$ cat src/rtl/multicycle_control.sv
// Main control FSM for the multicycle MIPS core: sequences fetch, decode,
// execute, memory and write-back, with bounded waits on memory ready.
module multicycle_control #(
   parameter int TIMEOUT = 15
) (
   input  logic       clk,
   input  logic       reset,
   input  logic [5:0] opcode,
   input  logic       zero,
   input  logic       imem_ready,
   input  logic       dmem_ready,
   output logic       pc_en,
   output logic       is_branch,
   output logic       is_jump,
   output logic       ir_write,
   output logic       imem_read,
   output logic       dmem_read,
   output logic       dmem_write,
   output logic       reg_write,
   output logic       reg_dst,
   output logic       mem_to_reg,
   output logic [1:0] alu_src_b,
   output logic [1:0] alu_op,
   output logic [3:0] state,
   output logic       retire,
   output logic       illegal,
   output logic       bus_error
);

   localparam logic [3:0] FETCH    = 4'd0;
   localparam logic [3:0] DECODE   = 4'd1;
   localparam logic [3:0] MEMADR   = 4'd2;
   localparam logic [3:0] MEMRD    = 4'd3;
   localparam logic [3:0] MEMWB    = 4'd4;
   localparam logic [3:0] MEMWR    = 4'd5;
   localparam logic [3:0] EXEC     = 4'd6;
   localparam logic [3:0] ALUWB    = 4'd7;
   localparam logic [3:0] BRANCH   = 4'd8;
   localparam logic [3:0] ADDIEXEC = 4'd9;
   localparam logic [3:0] ADDIWB   = 4'd10;
   localparam logic [3:0] JUMP     = 4'd11;

   localparam logic [5:0] OP_RTYPE = 6'b000000;
   localparam logic [5:0] OP_LW    = 6'b100011;
   localparam logic [5:0] OP_SW    = 6'b101011;
   localparam logic [5:0] OP_BEQ   = 6'b000100;
   localparam logic [5:0] OP_J     = 6'b000010;
   localparam logic [5:0] OP_ADDI  = 6'b001000;

   localparam int CW = (TIMEOUT > 1) ? $clog2(TIMEOUT + 1) : 1;
   localparam logic [CW-1:0] TMO = CW'(TIMEOUT);

   logic [3:0]    state_q;
   logic [3:0]    state_d;
   logic [CW-1:0] wait_cnt;
   logic          cnt_inc;
   logic          timed_out;

   // The counter only ever holds the number of cycles already spent waiting in
   // the current handshake state, so reaching TMO means the limit is used up.
   assign timed_out = (TIMEOUT != 0) && (wait_cnt == TMO);

   always_comb begin
      pc_en      = 1'b0;
      is_branch  = 1'b0;
      is_jump    = 1'b0;
      ir_write   = 1'b0;
      imem_read  = 1'b0;
      dmem_read  = 1'b0;
      dmem_write = 1'b0;
      reg_write  = 1'b0;
      reg_dst    = 1'b0;
      mem_to_reg = 1'b0;
      alu_src_b  = 2'b00;
      alu_op     = 2'b00;
      retire     = 1'b0;
      illegal    = 1'b0;
      bus_error  = 1'b0;
      cnt_inc    = 1'b0;
      state_d    = state_q;
      case (state_q)
         FETCH: begin
            imem_read = 1'b1;
            if (imem_ready) begin
               ir_write = 1'b1;
               pc_en    = 1'b1;
               state_d  = DECODE;
            end else if (timed_out) begin
               bus_error = 1'b1;
               state_d   = FETCH;
            end else begin
               cnt_inc = 1'b1;
            end
         end
         DECODE: begin
            case (opcode)
               OP_LW, OP_SW: state_d = MEMADR;
               OP_RTYPE:     state_d = EXEC;
               OP_BEQ:       state_d = BRANCH;
               OP_ADDI:      state_d = ADDIEXEC;
               OP_J:         state_d = JUMP;
               default: begin
                  illegal = 1'b1;
                  state_d = FETCH;
               end
            endcase
         end
         MEMADR: begin
            alu_src_b = 2'b01;
            state_d   = (opcode == OP_SW) ? MEMWR : MEMRD;
         end
         MEMRD: begin
            dmem_read = 1'b1;
            if (dmem_ready) begin
               state_d = MEMWB;
            end else if (timed_out) begin
               bus_error = 1'b1;
               state_d   = FETCH;
            end else begin
               cnt_inc = 1'b1;
            end
         end
         MEMWB: begin
            reg_write  = 1'b1;
            mem_to_reg = 1'b1;
            retire     = 1'b1;
            state_d    = FETCH;
         end
         MEMWR: begin
            dmem_write = 1'b1;
            if (dmem_ready) begin
               retire  = 1'b1;
               state_d = FETCH;
            end else if (timed_out) begin
               bus_error = 1'b1;
               state_d   = FETCH;
            end else begin
               cnt_inc = 1'b1;
            end
         end
         EXEC: begin
            alu_op  = 2'b10;
            state_d = ALUWB;
         end
         ALUWB: begin
            reg_write = 1'b1;
            reg_dst   = 1'b1;
            retire    = 1'b1;
            state_d   = FETCH;
         end
         BRANCH: begin
            alu_op    = 2'b01;
            is_branch = 1'b1;
            pc_en     = zero;
            retire    = 1'b1;
            state_d   = FETCH;
         end
         ADDIEXEC: begin
            alu_src_b = 2'b01;
            state_d   = ADDIWB;
         end
         ADDIWB: begin
            reg_write = 1'b1;
            retire    = 1'b1;
            state_d   = FETCH;
         end
         JUMP: begin
            is_jump = 1'b1;
            pc_en   = 1'b1;
            retire  = 1'b1;
            state_d = FETCH;
         end
         default: state_d = FETCH;
      endcase
      // Reset squashes every strobe immediately, even mid-instruction.
      if (reset) begin
         pc_en      = 1'b0;
         is_branch  = 1'b0;
         is_jump    = 1'b0;
         ir_write   = 1'b0;
         imem_read  = 1'b0;
         dmem_read  = 1'b0;
         dmem_write = 1'b0;
         reg_write  = 1'b0;
         reg_dst    = 1'b0;
         mem_to_reg = 1'b0;
         alu_src_b  = 2'b00;
         alu_op     = 2'b00;
         retire     = 1'b0;
         illegal    = 1'b0;
         bus_error  = 1'b0;
      end
   end

   assign state = reset ? FETCH : state_q;

   always_ff @(posedge clk) begin
      if (reset) begin
         state_q  <= FETCH;
         wait_cnt <= '0;
      end else begin
         state_q  <= state_d;
         wait_cnt <= cnt_inc ? wait_cnt + CW'(1) : '0;
      end
   end

endmodule

$ cat config.mk
export PLATFORM = sky130hd
export DESIGN_NAME = multicycle_control
export DESIGN_NICKNAME = d
export VERILOG_FILES = /design/src/rtl/multicycle_control.sv
export SDC_FILE = /design/constraint.sdc
export NUM_CORES = 1
export LEC_CHECK = 0
export BUFFER_PORTS_ARGS = -buffer_cell sky130_fd_sc_hd__buf_2
export CAP_MARGIN = 30
export CORE_MARGIN = 4
export CORE_UTILIZATION = 40
export DETAILED_ROUTE_END_ITERATION = 7
export PLACE_DENSITY = 0.72
export SLEW_MARGIN = 0
export SYNTH_ARGS = -nofsm -noshare
export SYNTH_HDL_FRONTEND = slang
export SYNTH_SLANG_ARGS = --single-unit
$ cat constraint.sdc
create_clock -name clk -period 2 [get_ports clk]
set_clock_uncertainty 0.1 [all_clocks]
set_input_delay 0.4 -clock clk [delete_from_list [all_inputs] [get_ports clk]]
set_output_delay 0.4 -clock clk [all_outputs]
set_load 0.05 [all_outputs]
Yosys cells after proc, flatten, opt, wreduce, memory -nomap -nowiden
Cells that the tools add are included.
{"block": "word_totals", "reg_bits": 8, "elab_cells": 78, "in_bits": 11}
{"block": "op_classes", "bitwise": 1, "n_addsub": 1, "eq_ne": 17, "n_reduce_logical": 9, "n_mux": 48}
{"operator": "2-to-1 mux 1 bit", "n": 33}
{"operator": "case mux 4 bit (7 select lines)", "n": 1}
{"operator": "== test 4 bit (second input constant)", "n": 5}
{"operator": "2-to-1 mux 4 bit", "n": 5}
{"operator": "case mux 4 bit (5 select lines)", "n": 1}
{"operator": "== test 4 x 3 -> 1 bit (second input constant)", "n": 4}
{"operator": "== test 6 bit (second input constant)", "n": 2}
{"operator": "== test 4 x 2 -> 1 bit (second input constant)", "n": 2}
{"operator": "OR reduction 2 bit", "n": 4}
{"operator": "== test 6 x 2 -> 1 bit (second input constant)", "n": 1}
{"operator": "== test 6 x 3 -> 1 bit (second input constant)", "n": 1}
{"operator": "== test 6 x 4 -> 1 bit (second input constant)", "n": 1}
{"operator": "zero test 6 bit", "n": 1}
{"operator": "case mux 1 bit (2 select lines)", "n": 3}
{"operator": "OR reduction 6 bit", "n": 1}
{"operator": "OR reduction 5 bit", "n": 1}
{"operator": "adder 4 x 1 -> 4 bit (second input constant)", "n": 1}
{"operator": "== test 4 x 1 -> 1 bit (second input constant)", "n": 1}
{"operator": "zero test 4 bit", "n": 1}
{"operator": "2-to-1 mux 2 bit", "n": 2}
{"operator": "case mux 2 bit (2 select lines)", "n": 1}
{"operator": "2-to-1 mux 3 bit", "n": 1}
{"operator": "case mux 1 bit (3 select lines)", "n": 1}
{"operator": "OR reduction 3 bit", "n": 1}
{"operator": "inverter 1 bit", "n": 1}

Depth between registers and ports, before layout
Gate-level depths: netlist of run 1.
{"block": "logic_depth", "depth_word": 6, "ltp_mapped": 5, "ltp_nobuf": 5}

Worst setup path before layout of run 1
OpenSTA, ideal clock, no wires.
{"block": "synth_path", "path_type": "reg2out", "from": "register state_q[1]", "to": "output port dmem_read", "path_buffers": 1, "arrival_time_ps": 2638, "slack_ps": -1138, "path_stages_with_launch": 5, "path_cell_list": "dfxtp_1 clkbuf_1 nor2b_1 nand2_1 nor3_1"}
{"block": "synth_between", "elab_chain_cells": 3}
{"element": "start: declaration", "line_no": "53", "rtl": "logic [3:0] state_q;"}
{"element": "start signal: assignment", "line_no": "202", "rtl": "state_q <= state_d;"}
{"element": "== test 4 x 2 -> 1 bit", "line_no": "81", "rtl": "case (state_q)"}
{"element": "2-to-1 mux 1 bit", "line_no": "81"}
{"element": "2-to-1 mux 1 bit", "line_no": "176", "rtl": "if (reset) begin"}
{"element": "end: declaration", "line_no": "17", "rtl": "output logic dmem_read,"}
No other way between the ends.

Final worst setup path of run 1
{"block": "layout_path", "from": "register state_q[0]", "to": "output port bus_error"}
{"block": "layout_between", "elab_chain_cells": 4}
{"element": "== test 4 x 3 -> 1 bit or == test 4 x 2 -> 1 bit (tied branches)", "line_no": "81"}
{"element": "OR reduction 2 bit (no source line)"}
{"element": "case mux 1 bit (2 select lines) (*)", "line_no": "81"}
{"element": "2-to-1 mux 1 bit (*)", "line_no": "176"}
{"element": "end: declaration", "line_no": "27", "rtl": "output logic bus_error"}
Mark *: on every way between the ends. The rest lies on a longest branch, timed or not.

==> results.py, run 1 <==
metrics = {
    "clock_tree": {
        "numCtsBuffers": 3,
        "cts_tree": "yes",
        "h-tree-depth": 1,
        "postCtsHoldBufs": 0,
        "clock_latency_ps": 250,
        "clockBufferDepth": 2,
        "cts.clk_slew.worst_paths_ps": 60,
        "cts_root_buf": "clkbuf_4",
        "cts.sinks": 8,
    },
    "yosys": {
        "async_flop_share_pct": 0,
        "yosys.cell_count.top_type": "nor2_1",
        "synth_cells": 107,
        "synth.area.top_cells": "dfxtp_1 (22%), nor2_1 (8.8%), nor3_1 (6.2%)",
        "avgSynthCellArea_um2": 6.79,
        "synthFlopType": "dfxtp_1",
        "synth_area_leader_cell": "dfxtp_1",
        "synth-edff-count": 0,
        "yosys_warnings": 0,
        "synth_top_area_share_pct": 22.0,
        "yosysSeqAreaShare_pct": 22.0,
        "netlist_area_um2": 727,
        "synth_cell_types": 39,
        "syn-num-nets": 119,
        "ys_ff_latch": 8,
        "netlist_top_cells_count": "nor2_1 (17), nand2_1 (10), nor3_1 (9), dfxtp_1 (8)",
    },
    "floorplan": {
        "initial_utilization_pct": 42.1,
        "num_io_pins": 32,
        "core_mm2": 0.00173,
        "die_h_um": 50.6,
        "dieArea_mm2": 0.00256,
        "die_w_um": 50.6,
        "rows": 15,
    },
    "sta": {
        "finalHoldViolCount": 0,
        "fin_crit_sh_pct": 102,
        "finalWorstSetupSlack_ps": -39.3,
        "max_clock_freq_mhz": 490,
        "period_needed_ps": 2040,
        "setup_viol": 3,
        "drv_slew": 0,
        "rsz0062_at_grt": "yes",
    },
    "setup_path": {
        "rr_worst_depth": 5,
        "path_cells": "buf_4 > nor3_1 > o311ai_1 > buf_4 > nor2_2 > buf_6",
        "slowest_delay_ps": 370,
        "worst-setup-path-type": "reg2out",
        "crit_arrival_ps": 1540,
        "slowest_stage": "dfxtp_4",
        "required_ps": 1500,
        "crit_fanout": 7,
        "crit_path_end_kind": "output port",
        "path_common_cell": "buf_4",
        "cp-start-kind": "flip-flop",
    },
    "placed_design": {
        "dpl.hpwl_mm": 1.84,
        "port-buffer-count": 30,
        "place_congestion": 0.811,
        "placed_cell_area_mm2": 0.00114,
        "placedCellCount": 175,
    },
    "final_layout": {
        "multi_input_area_um2": 667,
        "stdcell_count": 182,
        "fillers": 133,
        "drive_gt1_share_pct": 59.9,
        "ff_latch_area_um2": 175,
        "stdcell_area_mm2": 0.00133,
        "antennaDiodeCount": 0,
        "layout.nets": 171,
        "area_growth_syn_to_layout_pct": 82.8,
    },
    "outcome": {
        "status": "finished, violations left",
        "violations": "negative setup slack",
    },
    "route": {
        "post-route-drc-count": 0,
        "drt_iter0_drc": 15,
        "post_drt_via_cell_ratio": 5.34,
        "dr_total_vias": 972,
        "drt_pre_antenna_iters": 4,
        "avgRoutedWirePerCell_um": 14.1,
        "totalWireLength_mm": 2.57,
        "final_antenna_net_count": 0,
    },
    "global_routing": {
        "grt_pass1_wl_mm": 4.03,
        "first_global_vias": 943,
        "antenna_found_initial": 0,
        "grtUsageTotal_pct": 20.1,
        "grt_max_degree": 14,
        "grt.overflow.total": 0,
    },
    "power": {
        "vdd_ir_drop_max_uv": 218,
        "power.density_mw_per_mm2": 342,
        "p_leak_nw": 0.550,
    },
    "hold_path": {
        "hold_class": "reg2reg",
        "hold_path_depth": 1,
    },
    "flow_run": {
        "cap_violations": 0,
    },
}
==> per-stage QoR <==
stage	TNS (ps)	worst slack, ps	power (mW)	util, %	hold slack, ps
final	-81.3	-39.3	0.455	77.0	388
after global routing	-460	-132	0.484	77.0	418
after CTS	0	0.296	0.447	72.5	393
after detailed placement	-109	-109	0.311	65.8	386
after global placement	-70.4	-70.4	0.308	65.8	368
after floorplan	-366	-188	0.256	-	351
==> layer usage <==
metal	global-route usage, %	vias up	wire (um)
met2	38.3	24	1420
met3	3.26	2	58
met5	0	-	0
li1	-	486	-
met1	22.5	460	1070
met4	5.83	0	14
==> where the power goes <==
| part | switching [mW] | total (mW) | internal [mW] | leakage [nW] |
|---|---|---|---|---|
| Combinational | 0.0901 | 0.166 | 0.0756 | 0.468 |
| Clock | 0.0545 | 0.123 | 0.0687 | 0.0138 |
| Sequential | 0.00665 | 0.166 | 0.159 | 0.0680 |
| Total | 0.151 | 0.455 | 0.304 | 0.550 |
==> cell type report <==
type,instances,share of cell area [%]
multi-input combinational,89,50.2
inverter,1,0.282
sequential,8,13.2
timing repair buffer,56,32.3
tap,25,2.35
clock buffer,3,1.69
==> layout by cell type (no fill, tap or decap), types with 3 or more instances in the layout <==
cell	netlist	routed
nor2_1	17	10
buf_4	2	26
dfxtp_4	0	4
nor3_2	0	4
a31oi_1	3	3
clkbuf_4	0	5
a21oi_1	6	5
buf_6	0	11
nor2_2	0	5
nand2_1	10	9
dfxtp_1	8	4
buf_2	0	16
nor3_1	9	3
==> worst paths after layout <==
| check | end | slack, ps | startpoint |
|---|---|---|---|
| setup / recovery | bus_error | -40 | state_q[0] |
| hold / removal | wait_cnt[0] | 390 | wait_cnt[0] |
| setup reg to reg | state_q[0] | 350 | wait_cnt[0] |
| hold reg to reg | wait_cnt[0] | 390 | wait_cnt[0] |
==> cell families (layout without fill, tap and decap cells) <==
family / Yosys count / count (layout) / synth area share (%)
AND/OR/NAND/NOR: 60 / 60 / 43.0
AO/OA/AOI/OAI: 25 / 25 / 24.1
buffers and inverters: 10 / 60 / 6.19
flip-flops: 8 / 8 / 22.0
XOR/XNOR: 2 / 2 / 2.41
adder cells (fa/ha/maj): 1 / 1 / 1.72
other: 1 / 1 / 0.516
==> registers in the layout, indices dropped and copies added (netlist names) <==
signal / count
wait_cnt: 4
state_q: 4
==> critical path: cells and delay by family, from the launching register on <==
family                 cells  cell delay [ps]
AO/OA/AOI/OAI              1              120
flip-flops                 1              370
buffers and inverters      3              470
AND/OR/NAND/NOR            2              330
==> repair_timing <==
| item | 4_1_cts | 5_1_grt |
|---|---|---|
| pin swaps | 4 | 4 |
| resized for setup | 26 | 28 |
| buffers inserted | 3 | 1 |
| setup endpoints to repair | 15 | 14 |
No activity file was read; power rests on OpenSTA's default activity.
==> run 2, diff against run 1 <==
CELL_PAD_IN_SITES_DETAIL_PLACEMENT = 0   (was not set)
CELL_PAD_IN_SITES_GLOBAL_PLACEMENT = 1   (was not set)
CORE_UTILIZATION = 31   (was 40)
PLACE_DENSITY = 0.81   (was 0.72)
==> run 2 against run 1 <==
Against the previous run: the flow now finishes without violations; global-route usage fell by 4.0 points; sequential share of layout area fell by 0.99 points; sequential cell count did not move; via count rose by 0.31%; die area rose by 24%; register-to-register slack barely moved; fmax rose by 2.6%; total power rose by 0.19%; critical path depth fell by 2; core utilization fell by 13 points; combinational power barely moved; largest power group unchanged.
==> results.py, run 2 (same netlist as run 1, synthesis figures left out) <==
metrics = {
    "clock_tree": {
        "clockBufferDepth": 2,
        "cts_tree": "yes",
        "cts_root_buf": "clkbuf_4",
        "cts.clk_slew.worst_paths_ps": 50,
        "h-tree-depth": 1,
        "clock_latency_ps": 250,
        "numCtsBuffers": 3,
        "cts.sinks": 8,
        "postCtsHoldBufs": 0,
    },
    "final_layout": {
        "top_regs": "state_q (4), wait_cnt (4)",
        "layout.nets": 174,
        "final_common_cell": "buf_4",
        "drive_gt1_share_pct": 62.5,
        "area_growth_syn_to_layout_pct": 94.8,
        "stdcell_count": 188,
        "fillers": 185,
        "finalCoreUtilization_pct": 64.0,
        "antennaDiodeCount": 0,
        "final_cell_mix": "buf_4 (24), buf_2 (15), buf_6 (15)",
        "stdcell_area_mm2": 0.00142,
    },
    "global_routing": {
        "antenna_found_initial": 0,
        "first_global_vias": 981,
        "grt_pass1_wl_mm": 4.20,
        "grtUsageTotal_pct": 16.1,
        "grt_max_degree": 15,
        "grt.overflow.total": 0,
    },
    "placed_design": {
        "placed_cell_area_mm2": 0.00115,
        "port-buffer-count": 30,
        "place_congestion": 0.875,
        "dpl.hpwl_mm": 1.79,
        "placedCellCount": 179,
    },
    "power": {
        "p_clk_share_pct": 26.4,
        "comb_power_share_pct": 36.6,
        "power.density_mw_per_mm2": 322,
        "switching_share_pct": 33.1,
        "internal-power_mw": 0.305,
        "p_total_mw": 0.456,
        "seq_power_share_pct": 37.0,
        "power.switching_mw": 0.151,
        "vdd_ir_drop_max_uv": 206,
        "p_leak_nw": 0.576,
    },
    "floorplan": {
        "initial_utilization_pct": 32.9,
        "num_io_pins": 32,
        "die_h_um": 56.4,
        "rows": 17,
        "dieArea_mm2": 0.00318,
        "die_w_um": 56.4,
        "core_mm2": 0.00221,
    },
    "setup_path": {
        "cp-start-kind": "flip-flop",
        "r2r-end": "state_q[0]",
        "required_ps": 1500,
        "rrSetupSlack_ps": 340,
        "rr_worst_depth": 5,
        "r2r-start": "wait_cnt[0]",
        "endpoint": "is_branch",
        "crit_arrival_ps": 1490,
        "crit_path_end_kind": "output port",
        "crit_fanout": 8,
        "worst-setup-path-type": "reg2out",
        "startpoint": "state_q[0]",
    },
    "sta": {
        "setup_viol": 0,
        "setup_tns_ps": 0,
        "drv_slew": 0,
        "period_needed_ps": 1990,
        "rsz0062_at_grt": "yes",
        "max_clock_freq_mhz": 503,
        "fin_crit_sh_pct": 99.4,
        "finalHoldViolCount": 0,
    },
    "route": {
        "drt_iter0_drc": 20,
        "post_drt_via_cell_ratio": 5.19,
        "final_antenna_net_count": 0,
        "post-route-drc-count": 0,
        "totalWireLength_mm": 2.53,
        "dr_total_vias": 975,
        "drt_pre_antenna_iters": 4,
        "avgRoutedWirePerCell_um": 13.5,
    },
    "hold_path": {
        "hold_class": "reg2reg",
        "min-delay-start": "wait_cnt[0]",
    },
    "outcome": {
        "status": "finished clean",
    },
    "flow_run": {
        "cap_violations": 0,
    },
}
[run 2: area by class of cell]
| class | count | area (um2) | share of cell area [%] |
|---|---|---|---|
| multi-input cells | 89 | 706 | 49.8 |
| repair buffers | 59 | 477 | 33.7 |
| flip-flops and latches | 8 | 173 | 12.2 |
| well taps | 28 | 35.0 | 2.47 |
| clock buffers | 3 | 22.5 | 1.59 |
| inverters | 1 | 3.75 | 0.265 |
[run 2: critical path, stage by stage (launching register included)]
cell and delay (ps):
dfxtp_4 390, or3_4 400, buf_6 140, nor2_4 130, buf_6 170
[run 2: worst min path at each step]
stage	cells after the start	end	slack [ps]
floorplan	1	wait_cnt[0]	350
global placement	1	wait_cnt[0]	370
detailed placement	1	wait_cnt[0]	380
CTS	1	wait_cnt[0]	390
global route	1	wait_cnt[0]	400
finish	1	wait_cnt[0]	390
[run 2: per-stage QoR]
step / worst slack, ps / hold WS [ps]
floorplan: -188 / 351
global placement: -85.1 / 365
detailed placement: -131 / 384
CTS: -34.1 / 392
global route: -31.8 / 399
finish: 12.3 / 390
[run 2: what timing repair did]
| action | CTS | global route |
|---|---|---|
| endpoints found under the setup margin | 15 | 15 |
| hold endpoints to repair | 0 | 0 |
| buffers inserted | 3 | 4 |
| pin swaps | 4 | 6 |
| gates resized for setup | 34 | 31 |
[run 2: power by group through the flow]
stage                     registers, mW  clock network [mW]  logic, mW
after floorplan                   0.170                   0     0.0864
after global placement            0.173                   0      0.135
after detailed placement          0.173                   0      0.136
after CTS                         0.168               0.130      0.153
after global routing              0.169               0.136      0.179
final                             0.169               0.120      0.167
[run 2: routing by layer]
layer	share of wire (%)	GRT usage, %
met1	44	19.1
met4	1.5	8.81
met3	2.8	2.76
met2	52	26.9
met5	0	0
